`config.mk`:
```
export PLATFORM = sky130hd
export DESIGN_NAME = gpu_frame_sequencer
export DESIGN_NICKNAME = d
export VERILOG_FILES = /design/src/rtl/gpu_frame_sequencer.sv
export SDC_FILE = /design/constraint.sdc
export NUM_CORES = 1
export LEC_CHECK = 0
export CAP_MARGIN = 40
export CELL_PAD_IN_SITES_DETAIL_PLACEMENT = 1
export CELL_PAD_IN_SITES_GLOBAL_PLACEMENT = 2
export CORE_ASPECT_RATIO = 1.2
export CORE_UTILIZATION = 31
export CTS_BUF_LIST = sky130_fd_sc_hd__clkbuf_4
export DETAILED_ROUTE_END_ITERATION = 6
export PLACE_DENSITY = 0.8
export SLEW_MARGIN = 25
export SYNTH_ARGS = -nofsm -noshare
export SYNTH_HDL_FRONTEND = slang
export SYNTH_SLANG_ARGS = --single-unit
```
`constraint.sdc`:
```
create_clock -name clk -period 2.5 [get_ports clk]
set_clock_uncertainty 0.1 [all_clocks]
set_input_delay 0.375 -clock clk [delete_from_list [all_inputs] [get_ports clk]]
set_output_delay 0.375 -clock clk [all_outputs]
set_load 0.02 [all_outputs]
```
`src/rtl/gpu_frame_sequencer.sv`:
```
// gpu_frame_sequencer: registered frame/pass controller. It flips the wireframe
// buffer per triangle, launches and tracks the shading channels, then flips the
// frame buffer, starts the transfer and optionally sweeps the Z-buffer clear.
module gpu_frame_sequencer #(
  parameter int NUM_CH    = 4,
  parameter int ZB_DEPTH  = 19200,
  parameter int ZB_ADDR_W = 15,
  parameter int LAYER_W   = 8,
  parameter int TIMEOUT_W = 16
) (
  input  logic                 clk,
  input  logic                 n_rst,
  input  logic                 ras_done,
  input  logic [NUM_CH-1:0]    ch_done,
  input  logic                 new_frame,
  input  logic                 transfer_done,
  input  logic                 clear_en,
  output logic                 ras_hold,
  output logic                 wf_flip,
  output logic                 color_en,
  output logic                 cf_done,
  output logic                 fb_flip,
  output logic                 transfer_start,
  output logic                 zb_clr_we,
  output logic [ZB_ADDR_W-1:0] zb_clr_addr,
  output logic [LAYER_W-1:0]   zb_clr_data,
  output logic [15:0]          frame_count,
  output logic                 overrun,
  output logic                 timeout
);

  typedef enum logic [2:0] {
    S_IDLE, S_FLIP, S_LAUNCH, S_SHADE, S_FRAME, S_CLEAR
  } state_t;

  localparam logic [ZB_ADDR_W-1:0] ZB_LAST = ZB_ADDR_W'(ZB_DEPTH - 1);
  // Watchdog value in the last SHADE cycle: the increment taken there reaches all ones.
  localparam logic [TIMEOUT_W-1:0] WD_PRE  = {{(TIMEOUT_W-1){1'b1}}, 1'b0};

  state_t                 state_q, state_d;
  logic                   ras_pend_q, ras_pend_d;
  logic                   frm_pend_q, frm_pend_d;
  logic                   xfer_busy_q, xfer_busy_d;
  logic [NUM_CH-1:0]      mask_q, mask_d;
  logic [TIMEOUT_W-1:0]   wd_q, wd_d;
  logic [ZB_ADDR_W-1:0]   addr_q, addr_d;
  logic [15:0]            fc_q, fc_d;
  logic                   cf_done_q, cf_done_d;
  logic                   overrun_q, overrun_d;
  logic                   timeout_q, timeout_d;

  // Next-state, pending-flag, counter and sticky-status logic.
  always_comb begin
    state_d     = state_q;
    mask_d      = mask_q;
    wd_d        = wd_q;
    addr_d      = addr_q;
    fc_d        = fc_q;
    cf_done_d   = 1'b0;
    timeout_d   = timeout_q;
    // A pulse that lands on an already-set pending flag is dropped and flagged.
    overrun_d   = overrun_q | (ras_done & ras_pend_q) | (new_frame & frm_pend_q);
    case (state_q)
      S_IDLE: begin
        if (ras_pend_q || ras_done) begin
          state_d = S_FLIP;
        end else if ((frm_pend_q || new_frame) && !xfer_busy_q) begin
          state_d = S_FRAME;
          fc_d    = fc_q + 16'd1;
        end
      end
      S_FLIP:   state_d = S_LAUNCH;
      S_LAUNCH: begin
        mask_d  = '0;
        wd_d    = '0;
        state_d = S_SHADE;
      end
      S_SHADE: begin
        mask_d = mask_q | ch_done;
        wd_d   = wd_q + TIMEOUT_W'(1);
        if (&(mask_q | ch_done)) begin
          state_d   = S_IDLE;
          cf_done_d = 1'b1;
        end else if (wd_q == WD_PRE) begin
          state_d   = S_IDLE;
          timeout_d = 1'b1;
        end
      end
      S_FRAME:  state_d = clear_en ? S_CLEAR : S_IDLE;
      S_CLEAR: begin
        if (addr_q == ZB_LAST) begin
          state_d = S_IDLE;
          addr_d  = '0;
        end else begin
          addr_d  = addr_q + ZB_ADDR_W'(1);
        end
      end
      default:  state_d = S_IDLE;
    endcase

    ras_pend_d = ras_pend_q;
    if (state_d == S_FLIP)   ras_pend_d = 1'b0;
    else if (ras_done)       ras_pend_d = 1'b1;

    frm_pend_d = frm_pend_q;
    if (state_d == S_FRAME)  frm_pend_d = 1'b0;
    else if (new_frame)      frm_pend_d = 1'b1;

    // Transfer start wins over a coincident transfer_done.
    xfer_busy_d = xfer_busy_q;
    if (state_q == S_FRAME)  xfer_busy_d = 1'b1;
    else if (transfer_done)  xfer_busy_d = 1'b0;
  end

  // State and datapath registers with synchronous active-high reset.
  always_ff @(posedge clk) begin
    if (n_rst) begin
      state_q     <= S_IDLE;
      ras_pend_q  <= 1'b0;
      frm_pend_q  <= 1'b0;
      xfer_busy_q <= 1'b0;
      mask_q      <= '0;
      wd_q        <= '0;
      addr_q      <= '0;
      fc_q        <= '0;
      cf_done_q   <= 1'b0;
      overrun_q   <= 1'b0;
      timeout_q   <= 1'b0;
    end else begin
      state_q     <= state_d;
      ras_pend_q  <= ras_pend_d;
      frm_pend_q  <= frm_pend_d;
      xfer_busy_q <= xfer_busy_d;
      mask_q      <= mask_d;
      wd_q        <= wd_d;
      addr_q      <= addr_d;
      fc_q        <= fc_d;
      cf_done_q   <= cf_done_d;
      overrun_q   <= overrun_d;
      timeout_q   <= timeout_d;
    end
  end

  // Outputs decoded from registers. The rasterizer stays held through the
  // cf_done cycle so a new triangle cannot race the completion pulse.
  always_comb begin
    ras_hold       = (state_q != S_IDLE) | ras_pend_q | cf_done_q;
    wf_flip        = (state_q == S_FLIP);
    color_en       = (state_q == S_LAUNCH);
    cf_done        = cf_done_q;
    fb_flip        = (state_q == S_FRAME);
    transfer_start = (state_q == S_FRAME);
    zb_clr_we      = (state_q == S_CLEAR);
    zb_clr_addr    = addr_q;
    // Clear value is all ones while writing; idle bus reads zero.
    zb_clr_data    = {LAYER_W{zb_clr_we}};
    frame_count    = fc_q;
    overrun        = overrun_q;
    timeout        = timeout_q;
  end

endmodule

```
=== Word level (Yosys, flattened, before mapping) ===
Cells that the tools add are included.

* Bits of input ports: 10
* Logic and storage cells: 60
* Register bits: 60
* Output and inout port bits: 48

* $add $sub $neg: 3
* Bitwise gates (word level): 10
* Reduce and logical (&&, ||, !) cells: 14
* Eq/ne operators: 9
* Muxes and demuxes: 13

{| class="wikitable"
|+ Operator list
! cell !! number
|-
| $add A16 B1 Y16 const B || 2
|-
| $pmux W16 S2 || 1
|-
| $mux W3 || 6
|-
| $pmux W3 S6 || 1
|-
| $eq A16 B16 Y1 const B || 1
|-
| $add A15 B1 Y15 const B || 1
|-
| $eq A15 B15 Y1 const B || 1
|-
| $mux W15 || 1
|-
| $eq A3 B3 Y1 const B || 3
|-
| $pmux W4 S2 || 1
|-
| $eq A3 B1 Y1 const B || 2
|-
| $eq A3 B2 Y1 const B || 2
|-
| $reduce_and A3 Y1 || 2
|-
| $reduce_or A2 Y1 || 3
|-
| $or A1 B1 Y1 || 4
|-
| $or A4 B4 Y4 || 1
|-
| $reduce_and A4 Y1 || 1
|-
| $reduce_bool A2 Y1 || 2
|-
| $logic_not A3 Y1 || 1
|-
| $mux W1 || 3
|-
| $not A1 Y1 || 3
|-
| $reduce_bool A3 Y1 || 1
|-
| $and A1 B1 Y1 || 2
|-
| $logic_or A1 B1 Y1 || 2
|-
| 2 further kinds || 2
|}

=== Logic depth before layout (Yosys ltp) ===
Gate-level depths: netlist of the first run.

* Word-level depth: 7
* Gate-level depth with buffers: 7
* Mapped depth without buffers: 5

=== Worst setup path after synthesis of the first run ===
OpenSTA, ideal clock, no wires.

* Path type: register -> register
* Start: register addr_q[10], in the netlist zb_clr_addr[10]
* End: register addr_q[7], in the netlist zb_clr_addr[7]
* Path slack: 0.461 ns
* Stages on the path, launching flop included: 6
* Clock period less this slack: 2.039 ns
* Buffers on the path: 1
* Data required time: 2.285 ns
* Library setup time: 0.115 ns
* Arrival time: 1.824 ns
* Path through: dfxtp_1 > or4b_1 > or4_4 > o21bai_4 > buf_6 > nor2_1

* Longest elaborated chain between the ends: 2

{| class="wikitable"
|+ RTL lines
! item !! line !! text
|-
| start, declared || 46 || <nowiki>logic [ZB_ADDR_W-1:0] addr_q, addr_d;</nowiki>
|-
| start signal, assigned || 136 || <nowiki>addr_q <= addr_d;</nowiki>
|-
| $eq A15 B15 Y1 || 91 || <nowiki>if (addr_q == ZB_LAST) begin</nowiki>
|-
| $mux W15 || 91 ||
|}

Every way passes these cells.
A chain may end at the register's enable or synchronous reset.

=== Worst setup path in the final report of the first run ===
* Start: register state_q[1]
* End: output port ras_hold

* Longest elaborated chain between the ends: 3

{| class="wikitable"
|+ RTL lines
! item !! line !! text
|-
| start, declared || 40 || <nowiki>state_t state_q, state_d;</nowiki>
|-
| start signal, assigned || 130 || <nowiki>state_q <= state_d;</nowiki>
|-
| $reduce_bool A3 Y1 || 147 || <nowiki>ras_hold = (state_q != S_IDLE) | ras_pend_q | cf_done_q;</nowiki>
|-
| $or A1 B1 Y1 (2 in a row) || 147 ||
|-
| end, declared || 18 || <nowiki>output logic ras_hold,</nowiki>
|}

Every way passes these cells.

==> qor.csv, run 1 <==
stage,metric,value,unit
logic_synthesis,synth-seq-area-share,41.3,%
placed_design,pre_cts_slack,0.261,ns
critical_path,rr_startpoint,zb_clr_addr[10],
critical_path,endpoint_kind,output pin,
logic_synthesis,async_flop_share,0,%
timing,hold_ws,0.383,ns
worst_hold_path,min_from,timeout,
detailed_routing,first_pass_iters,4,
timing,grt_setup_unrepaired,false,
clocking,ctsHoldBuffers,0,
logic_synthesis,synthesis.nets,366,
cells_and_area,fillers,1081,
critical_path,rrSetupSlack,0.36,ns
cells_and_area,nets,418,
logic_synthesis,synth-edff-count,0,
critical_path,crit_required,2.03,ns
detailed_routing,ant_nets,0,
grt,grt_pass1_wl,13100,µm
logic_synthesis,synth-simple-area-share,30.3,%
grt,antenna_found_initial,0,
timing,hold_viol,0,
timing,setup_viol,0,
logic_synthesis,synth.avg_cell_area,8.27,µm²
timing,period_minus_slack,2.37,ns
detailed_routing,drcViolationCount,0,
power,peakVddDrop,267,µV
logic_synthesis,yosysMostFrequentCell,dfxtp_1,
logic_synthesis,synth_top_family_by_area,simple AND/OR/NAND/NOR gates,
logic_synthesis,syn_inst,352,
clocking,cts-buffers-inserted,9,
placed_design,gp_congestion,0.758,
clocking,cts.sinks,60,
logic_synthesis,synth_flop_cell,dfxtp_1,
logic_synthesis,synth_seq_cells,60,
critical_path,cp-start-kind,register,
timing,worst-slew-pin-transition,0.594,ns
grt,grt_pass1_vias,2708,
worst_hold_path,whs_endpoint,timeout,
placed_design,portBuffers,57,
power,leakage,1.46,nW
placed_design,post-place-cells,513,
detailed_routing,routed_via_density,5.18,
critical_path,criticalPathCategory,register to output pin,
logic_synthesis,synth_compound_area_share,13.5,%
cells_and_area,finalNonFillerCells,529,
grt,grt_use_total,16.9,%
logic_synthesis,yosys.area.top_type,dfxtp_1,
critical_path,regToRegEndpoint,zb_clr_addr[11],
clocking,clockRootBuffer,clkbuf_4,
critical_path,crit_start,state_q[1],
clocking,htreeDepth,3,
clocking,clk_pin_slew,0.10,ns
timing,fin_setup_tns,0,ns
detailed_routing,vias,2739,
timing,fin_crit_sh,94.9,%
floorplan,rows,38,
timing,slew_headroom,59.9,%
cells_and_area,area_growth,29.7,%
detailed_routing,routedWlPerCell,15.0,µm
detailed_routing,initialDrtViolationCount,73,
floorplan,fp.dieW,90.5,µm
clocking,insertion_delay,0.42,ns
logic_synthesis,synth_cell_types,46,
job,maxCapViolations,0,
worst_hold_path,hold_path_depth,2,
power,power.density,608,nW/µm²
clocking,tritoncts,done,
run_status,status,completed,
logic_synthesis,synthTopCellsByArea,"dfxtp_1 41%, nor2_1 5.9%, a21oi_1 4.6%",
logic_synthesis,yosys.area.top_type_share,41.3,%
detailed_routing,routed_wl,7960,µm
logic_synthesis,synth_xor_area_share,5.41,%
critical_path,cp_data_arrival_time,1.90,ns
floorplan,die_height,108,µm
grt,grt_start_max_net_pins,41,
timing,timing.fmax,0.421,GHz
critical_path,rr_worst_depth,4,
cells_and_area,drive_above_1_share,9.54,%
grt,grt_overflow,0,
floorplan,core-area,9080,µm²
logic_synthesis,netlist_area,2910,µm²
critical_path,critical_path.max_fanout,10,
cells_and_area,diodes,0,
floorplan,start_util,32.1,%
logic_synthesis,synth_warnings,0,
logic_synthesis,synthAdderAreaFrac,1.72,%
timing,finalMaxSlewViolations,0,
floorplan,die-area,9790,µm²
timing,worst_slack,0.127,ns
floorplan,io_pins,58,
logic_synthesis,synth_common_cells,"60 x dfxtp_1, 46 x nor2_1, 27 x a21oi_1, 27 x nand2_1, 18 x nand4_1",
placed_design,dp_hpwl,5680,µm
logic_synthesis,synthMuxAreaShare,1.85,%
worst_hold_path,worstHoldPathType,register to register,
clocking,cts_buffer_depth,2,
worst max path at each step:
stage / endpoint
floorplan: zb_clr_addr[7]
global placement: frame_count[14]
detailed placement: frame_count[4]
CTS: transfer_start
global route: ras_hold
finish: ras_hold
per-layer routing:
layer  vias to the layer above  wire length [µm]  GRT usage [%]
met5                         -                 0              0
met4                         0               133           7.49
met3                        10               215           2.88
met2                        40              3980           30.4
met1                      1321              3630           19.6
li1                       1368                 -              -
flip-flops by register name (all words and copies together) (netlist names):
register / cells
mask_q: 4
overrun: 1
ras_pend_q: 1
cf_done: 1
state_q: 3
xfer_busy_q: 1
timeout: 1
zb_clr_addr: 15
frm_pend_q: 1
wd_q: 16
frame_count: 16
kinds of logic after synthesis:
| family | Yosys count |
|---|---|
| and+or+nand+nor | 170 |
| AOI/OAI and AO/OA | 61 |
| DFF | 60 |
| buffers and inverters | 34 |
| xor gates and xnor gates | 18 |
| muxes | 5 |
| adders and majority gates | 4 |
stage by stage:
step	instance area [µm²]	total power, W	util, %
after floorplan	2910	0.00127	-
after global placement	3560	0.00142	39.2
after detailed placement	3560	0.00143	39.2
after CTS	3750	0.00232	41.3
after global routing	3780	0.00241	41.6
final	3780	0.00230	41.6
timing repair:
item                       4_1_cts  5_1_grt
gates resized for setup          3       12
buffers inserted                 0        0
setup endpoints to repair        9       12
cells in the final DEF (no fill, tap or decap), drive strengths merged, types with 8 or more instances in the layout:
cell            n
clkdlybuf4s50  45
xnor2          11
dlymetal6s2s   12
and3            8
inv             9
nand4          18
buf             8
nor3           12
dfxtp          60
a21oi          27
nor2           46
nor4            8
nand3          16
clkbuf          9
o21ai           8
or3            10
nand2          27
cell type report:
cell class / instances / area, µm² / area share [%]
Tap cell: 120 / 150 / 3.98
Clock buffer: 9 / 67.6 / 1.79
Timing Repair Buffer: 65 / 661 / 17.5
Clock inverter: 7 / 115 / 3.05
Multi-Input combinational cell: 258 / 1540 / 40.7
Inverter: 10 / 41.3 / 1.09
Sequential cell: 60 / 1200 / 31.9
worst max-delay path: stages, from the launching register on:
cell             delay [ns]
dfxtp_2                0.40
nor3_2                 0.44
nand2_1                0.10
clkdlybuf4s50_1        0.56
power by group:
part / switching (W) / internal [W] / total, W / leakage, nW
Clock: 0.000391 / 0.000503 / 0.000894 / 0.0936
Sequential: 0.0000451 / 0.000990 / 0.00103 / 0.486
Combinational: 0.000217 / 0.000150 / 0.000368 / 0.878
(Power assumes the default switching activity.)
==> inputs of run 2 (changes only) <==
--- a/config.mk
+++ b/config.mk
@@ -9,10 +9,10 @@
 export CELL_PAD_IN_SITES_DETAIL_PLACEMENT = 1
 export CELL_PAD_IN_SITES_GLOBAL_PLACEMENT = 2
 export CORE_ASPECT_RATIO = 1.2
-export CORE_UTILIZATION = 31
+export CORE_UTILIZATION = 28
 export CTS_BUF_LIST = sky130_fd_sc_hd__clkbuf_4
 export DETAILED_ROUTE_END_ITERATION = 6
-export PLACE_DENSITY = 0.8
+export PLACE_DENSITY_LB_ADDON = 0.1
 export SLEW_MARGIN = 25
 export SYNTH_ARGS = -nofsm -noshare
 export SYNTH_HDL_FRONTEND = slang
==> constraint.sdc (replaced) <==
create_clock -name clk -period 2 [get_ports clk]
set_clock_uncertainty 0.1 [all_clocks]
set_input_delay 0.3 -clock clk [delete_from_list [all_inputs] [get_ports clk]]
set_output_delay 0.3 -clock clk [all_outputs]
set_load 0.02 [all_outputs]
==> run 2 against run 1 <==
Compared with the run above:
- global-route usage is 0.46 points higher
- register-to-register slack lost 0.26 ns
- setup slack lost 0.040 ns
- critical path depth fell by 1
- final cell count is 7.8% higher
- hold slack worse by 0.0053 ns
- flip-flop and latch count unchanged
- cell area increased by 5.0%
- first-iteration DRC count decreased by 18%
- non-clock buffer count grew 36
- critical endpoint is now zb_clr_addr[9]
- largest cell class unchanged
- highest routed layer unchanged
==> qor.csv, run 2 (synthesized netlist as in run 1, its figures left out) <==
stage,metric,value,unit
grt,grt_overflow,0,
clocking,ctsHoldBuffers,0,
grt,grt_pass1_vias,2978,
timing,setup_viol,0,
power,peakVddDrop,306,µV
grt,grt_pass1_wl,14400,µm
grt,grt_use_total,17.3,%
floorplan,die_height,114,µm
grt,grt_start_max_net_pins,29,
placed_design,portBuffers,57,
cells_and_area,fillers,1202,
critical_path,endpoint_kind,output pin,
clocking,cts_buffer_depth,2,
floorplan,core-area,10100,µm²
run_status,status,completed,
detailed_routing,routedWlPerCell,14.7,µm
cells_and_area,nets,454,
cells_and_area,finalNonFillerCells,570,
placed_design,gp_congestion,0.707,
timing,fin_crit_sh,95.6,%
floorplan,start_util,28.9,%
floorplan,die-area,10800,µm²
placed_design,dp_hpwl,6320,µm
critical_path,rrSetupSlack,0.10,ns
grt,met3_usage,3.73,%
critical_path,critPathBufInv,2,
grt,antenna_found_initial,0,
clocking,tritoncts,done,
clocking,clk_pin_slew,0.10,ns
detailed_routing,initialDrtViolationCount,60,
detailed_routing,routed_wl,8400,µm
timing,hold_viol,0,
detailed_routing,drcViolationCount,0,
job,maxCapViolations,0,
clocking,htreeDepth,3,
detailed_routing,first_pass_iters,4,
cells_and_area,mostFrequentLayoutCells,"54 x dfxtp_1, 46 x nor2_1, 42 x buf_4, 40 x clkdlybuf4s50_1",
cells_and_area,final_util,39.4,%
clocking,insertion_delay,0.42,ns
timing,period_minus_slack,1.91,ns
critical_path,criticalPathCategory,register to output pin,
clocking,cts-buffers-inserted,9,
timing,timing.fmax,0.523,GHz
detailed_routing,ant_nets,0,
floorplan,io_pins,58,
cells_and_area,drive_above_1_share,18.5,%
power,leakage,1.51,nW
timing,worst-slew-pin-transition,0.537,ns
cells_and_area,area_growth,36.2,%
critical_path,crit_required,1.60,ns
grt,grt_use_met1,21.0,%
critical_path,path_cells,buf_4 > clkdlybuf4s50_1,
floorplan,fp.dieW,95.1,µm
clocking,clockRootBuffer,clkbuf_4,
placed_design,post-place-cells,552,
critical_path,critical_path.max_fanout,5,
worst_hold_path,worstHoldPathType,register to register,
grt,grt-busiest-layer,met2,
critical_path,critPathTopFamily,buffers and inverters,
cells_and_area,diodes,0,
detailed_routing,routed_via_density,5.12,
timing,slew_headroom,63.7,%
clocking,cts.sinks,60,
timing,grt_setup_unrepaired,true,
critical_path,cp_data_arrival_time,1.51,ns
critical_path,slowest_stage,clkdlybuf4s50_1,
critical_path,cp-start-kind,register,
floorplan,rows,40,
grt,grt_util_met2,28.8,%
power,power.density,649,nW/µm²
cells_and_area,final_common_cell,dfxtp_1,
detailed_routing,vias,2918,
critical_path,crit_path_max_incr_delay,0.60,ns
timing,finalMaxSlewViolations,0,
[run 2: cell types whose count changed in the layout (fill, tap and decap cells not counted), sizes merged]
| cell | previous run | this run |
|---|---|---|
| dlymetal6s2s | 12 | 3 |
| clkdlybuf4s15 | 0 | 5 |
| buf | 8 | 44 |
| clkbuf | 9 | 14 |
| dlygate4sd2 | 0 | 6 |
| bufinv | 3 | 0 |
| inv | 9 | 10 |
| clkdlybuf4s50 | 45 | 40 |
| clkinv | 3 | 4 |
| clkinvlp | 2 | 0 |
[run 2: cell type report]
type | instances | area, µm² | area share (%)
multi-input combinational | 258 | 1550 | 39.1
clock inverter | 4 | 17.5 | 0.442
clock buffer | 11 | 82.6 | 2.08
tap | 126 | 158 | 3.98
inverter | 10 | 37.5 | 0.947
sequential | 60 | 1210 | 30.5
timing repair buffer | 101 | 912 | 23.0
[run 2: final timing paths]
path                                         to      startpoint  cells past startpoint
worst min register to register        mask_q[1]       mask_q[1]                      2
worst max-delay path             zb_clr_addr[9]  zb_clr_addr[9]                      2
worst min-delay path                  mask_q[1]       mask_q[1]                      2
worst max register to register  frame_count[13]      state_q[1]                      8
[run 2: timing repair]
action,4_1_cts,5_1_grt
cloned,0,0
pin swaps,1,1
resized for setup,22,13
endpoints found under the hold margin,0,0
setup buffers,3,0
setup endpoints to repair,14,30
[run 2: power by group]
| group | total [W] | switching (W) | internal (W) |
|---|---|---|---|
| Combinational | 0.000563 | 0.000300 | 0.000263 |
| Clock | 0.000719 | 0.000454 | 0.000265 |
| Sequential | 0.00129 | 0.0000528 | 0.00124 |
| Total | 0.00257 | 0.000807 | 0.00177 |
[run 2: layer usage]
metal  wire, µm  part of all wire (%)
met5          0                     0
met2       4100                    49
met1       3840                    46
met4        206                   2.5
met3        247                   2.9
[run 2: worst reg2reg max path, cell delays in order (launching register included)]
cell and delay, ns:
dfxtp_2 0.37, nor3_4 0.20, buf_4 0.13, buf_4 0.09, buf_4 0.09, nand3_1 0.05
buf_4 0.17, or4_1 0.50, a21oi_1 0.15
[run 2: per-stage QoR]
step	power, W	hold slack [ns]	area [µm²]	TNS, ns	worst slack [ns]
2_1_floorplan	0.00160	0.337	2920	0	0.00755
3_3_place_gp	0.00186	0.345	3850	-0.203	-0.0357
3_5_place_dp	0.00187	0.359	3850	-0.735	-0.105
4_1_cts	0.00263	0.383	3970	0	0.00582
5_1_grt	0.00273	0.413	3970	-0.00684	-0.00684
6_report	0.00257	0.378	3970	0	0.0871
==> inputs of run 3 (changes only) <==
--- a/config.mk
+++ b/config.mk
@@ -13,6 +13,7 @@
 export CTS_BUF_LIST = sky130_fd_sc_hd__clkbuf_4
 export DETAILED_ROUTE_END_ITERATION = 6
 export PLACE_DENSITY_LB_ADDON = 0.1
+export SETUP_SLACK_MARGIN = 0.4
 export SLEW_MARGIN = 25
 export SYNTH_ARGS = -nofsm -noshare
 export SYNTH_HDL_FRONTEND = slang
==> run 3 against run 2 <==
Compared with the run above:
- wire length rose by 13%
- largest cell class unchanged
- power increased by 30%
- register-to-register slack got worse by 0.05 ns
- highest routed layer unchanged
- combinational power up 70%
- final cell count rose by 5.4%
- non-clock buffer count is 28 higher
- critical path depth rose by 3
- sequential power is essentially flat
- utilization increased by 7.4 points
==> qor.csv, run 3 (synthesized netlist as in run 1, its figures left out) <==
stage,metric,value,unit
run_status,status,completed,
floorplan,fp.dieW,95.1,µm
power,leakage,1.79,nW
timing,finalMaxSlewViolations,0,
critical_path,cp-start-kind,register,
power,seqPwrFrac,38.2,%
grt,grt-busiest-layer,met2,
placed_design,dp_hpwl,6210,µm
power,power.density,712,nW/µm²
power,power,0.00335,W
cells_and_area,nets,484,
floorplan,io_pins,58,
clocking,clk_pin_slew,0.11,ns
detailed_routing,vias,3066,
critical_path,crit_required,2.23,ns
timing,timing.fmax,0.512,GHz
power,switchingPower,0.000963,W
detailed_routing,routed_wl,9450,µm
clocking,htreeDepth,3,
critical_path,critPathBufInv,1,
power,power.share.clock,33.2,%
power,swShare,28.7,%
floorplan,rows,40,
critical_path,endpoint_kind,register,
placed_design,post-place-cells,544,
grt,antenna_found_initial,0,
floorplan,core-area,10100,µm²
worst_hold_path,hold_path_depth,2,
critical_path,critical_path.max_fanout,6,
clocking,tritoncts,done,
floorplan,die-area,10800,µm²
placed_design,portBuffers,57,
detailed_routing,routed_via_density,5.10,
detailed_routing,routedWlPerCell,15.7,µm
clocking,cts_buffer_depth,2,
worst_hold_path,worstHoldPathType,register to register,
timing,fin_crit_sh,97.7,%
cells_and_area,diodes,0,
grt,grt_util_met2,30.9,%
timing,grt_setup_unrepaired,true,
critical_path,slowest_stage,or4b_4,
critical_path,crit_path_max_incr_delay,0.52,ns
critical_path,rr_worst_depth,5,
critical_path,rrSetupSlack,0.05,ns
power,peakVddDrop,289,µV
grt,grt_start_max_net_pins,19,
placed_design,gp_congestion,0.735,
clocking,insertion_delay,0.43,ns
critical_path,critPathTopFamily,simple AND/OR/NAND/NOR gates,
power,p_int,0.00239,W
worst_hold_path,whs_endpoint,mask_q[2],
cells_and_area,mostFrequentLayoutCells,"57 x buf_4, 39 x dfxtp_1, 30 x nor2_1, 24 x nand2_1, 23 x buf_6",
timing,hold_viol,0,
clocking,cts-buffers-inserted,9,
detailed_routing,drcViolationCount,0,
detailed_routing,first_pass_iters,4,
critical_path,regToRegEndpoint,zb_clr_addr[14],
cells_and_area,finalNonFillerCells,601,
timing,slew_headroom,67.6,%
timing,setup_viol,0,
cells_and_area,area_growth,61.6,%
grt,grt_use_met1,21.6,%
critical_path,path_cells,or4b_4 > or4_4 > o21bai_4 > clkbuf_16 > a21oi_2,
grt,met3_usage,3.47,%
power,comb_power_share,28.5,%
detailed_routing,ant_nets,0,
cells_and_area,drive_above_1_share,45.1,%
floorplan,start_util,28.9,%
clocking,cts.sinks,60,
critical_path,cp_data_arrival_time,2.18,ns
worst_hold_path,min_from,mask_q[2],
grt,grt_overflow,0,
job,maxCapViolations,0,
detailed_routing,initialDrtViolationCount,62,
critical_path,criticalPathCategory,register to register,
floorplan,die_height,114,µm
grt,grt_pass1_vias,3087,
critical_path,rr_startpoint,zb_clr_addr[10],
critical_path,crit_start,zb_clr_addr[10],
timing,period_minus_slack,1.95,ns
clocking,clockRootBuffer,clkbuf_4,
cells_and_area,final_common_cell,buf_4,
grt,grt_pass1_wl,15000,µm
grt,grt_use_total,18.2,%
timing,worst-slew-pin-transition,0.482,ns
run 3: changes by cell type in the layout (fill, tap and decap cells not counted), sizes merged, moves of 2 or more:
cell,before,now
buf,44,91
clkdlybuf4s50,40,9
clkbuf,14,23
dlygate4sd2,6,11
bufinv,0,3
dlymetal6s2s,3,0
clkinvlp,0,2
run 3: worst max-delay path by stage:
stage	to	slack [ns]	cells after the start
after global routing	zb_clr_addr[14]	-0.003	5
after detailed placement	frame_count[5]	-0.11	6
final	zb_clr_addr[14]	0.05	5
after global placement	frame_count[5]	-0.05	6
after CTS	zb_clr_data[3]	0.08	5
after floorplan	zb_clr_addr[11]	0.008	5
run 3: tightest hold or removal path, stage by stage, from the launching register on:
cell,delay [ns]
dfxtp_1,0.34
a21oi_1,0.04
nor2_1,0.07
run 3: through the flow:
step | hold WS (ns) | setup TNS, ns | cell area [µm²] | setup WS (ns) | utilization (%)
6_report | 0.389 | 0 | 4700 | 0.0454 | 46.8
4_1_cts | 0.381 | 0 | 4380 | 0.0835 | 43.6
3_3_place_gp | 0.349 | -0.172 | 3840 | -0.0523 | 38.2
5_1_grt | 0.417 | -0.00545 | 4700 | -0.00303 | 46.8
3_5_place_dp | 0.369 | -0.421 | 3840 | -0.106 | 38.2
2_1_floorplan | 0.337 | 0 | 3020 | 0.00756 | -
run 3: repair_timing:
action | in CTS | in global routing
hold buffers | 0 | 0
cloned | 2 | 1
setup buffers | 25 | 13
gates resized for setup | 189 | 84
endpoints found under the setup margin | 91 | 83
pin swaps | 34 | 28
run 3: power by group through the flow:
| stage | clock network (W) | registers [W] | logic (W) |
|---|---|---|---|
| after floorplan | 0 | 0.00131 | 0.000335 |
| after global placement | 0 | 0.00131 | 0.000546 |
| after detailed placement | 0 | 0.00131 | 0.000553 |
| after CTS | 0.00115 | 0.00129 | 0.000758 |
| after global routing | 0.00121 | 0.00129 | 0.00102 |
| final | 0.00111 | 0.00128 | 0.000955 |
run 3: routing by layer:
metal | share of wire [%] | routed length [µm]
met4 | 2.6 | 242
met5 | 0 | 0
met1 | 43 | 4090
met2 | 51 | 4850
met3 | 2.8 | 261
run 3: layout make-up:
cell class | count | area [µm²]
Timing Repair Buffer | 129 | 1130
Clock buffer | 10 | 75.1
Tap cell | 126 | 158
Sequential cell | 60 | 1250
Timing Repair inverter | 1 | 7.51
Fill cell | 1175 | 5360
Inverter | 10 | 41.3
Clock inverter | 6 | 103
Multi-Input combinational cell | 259 | 1940
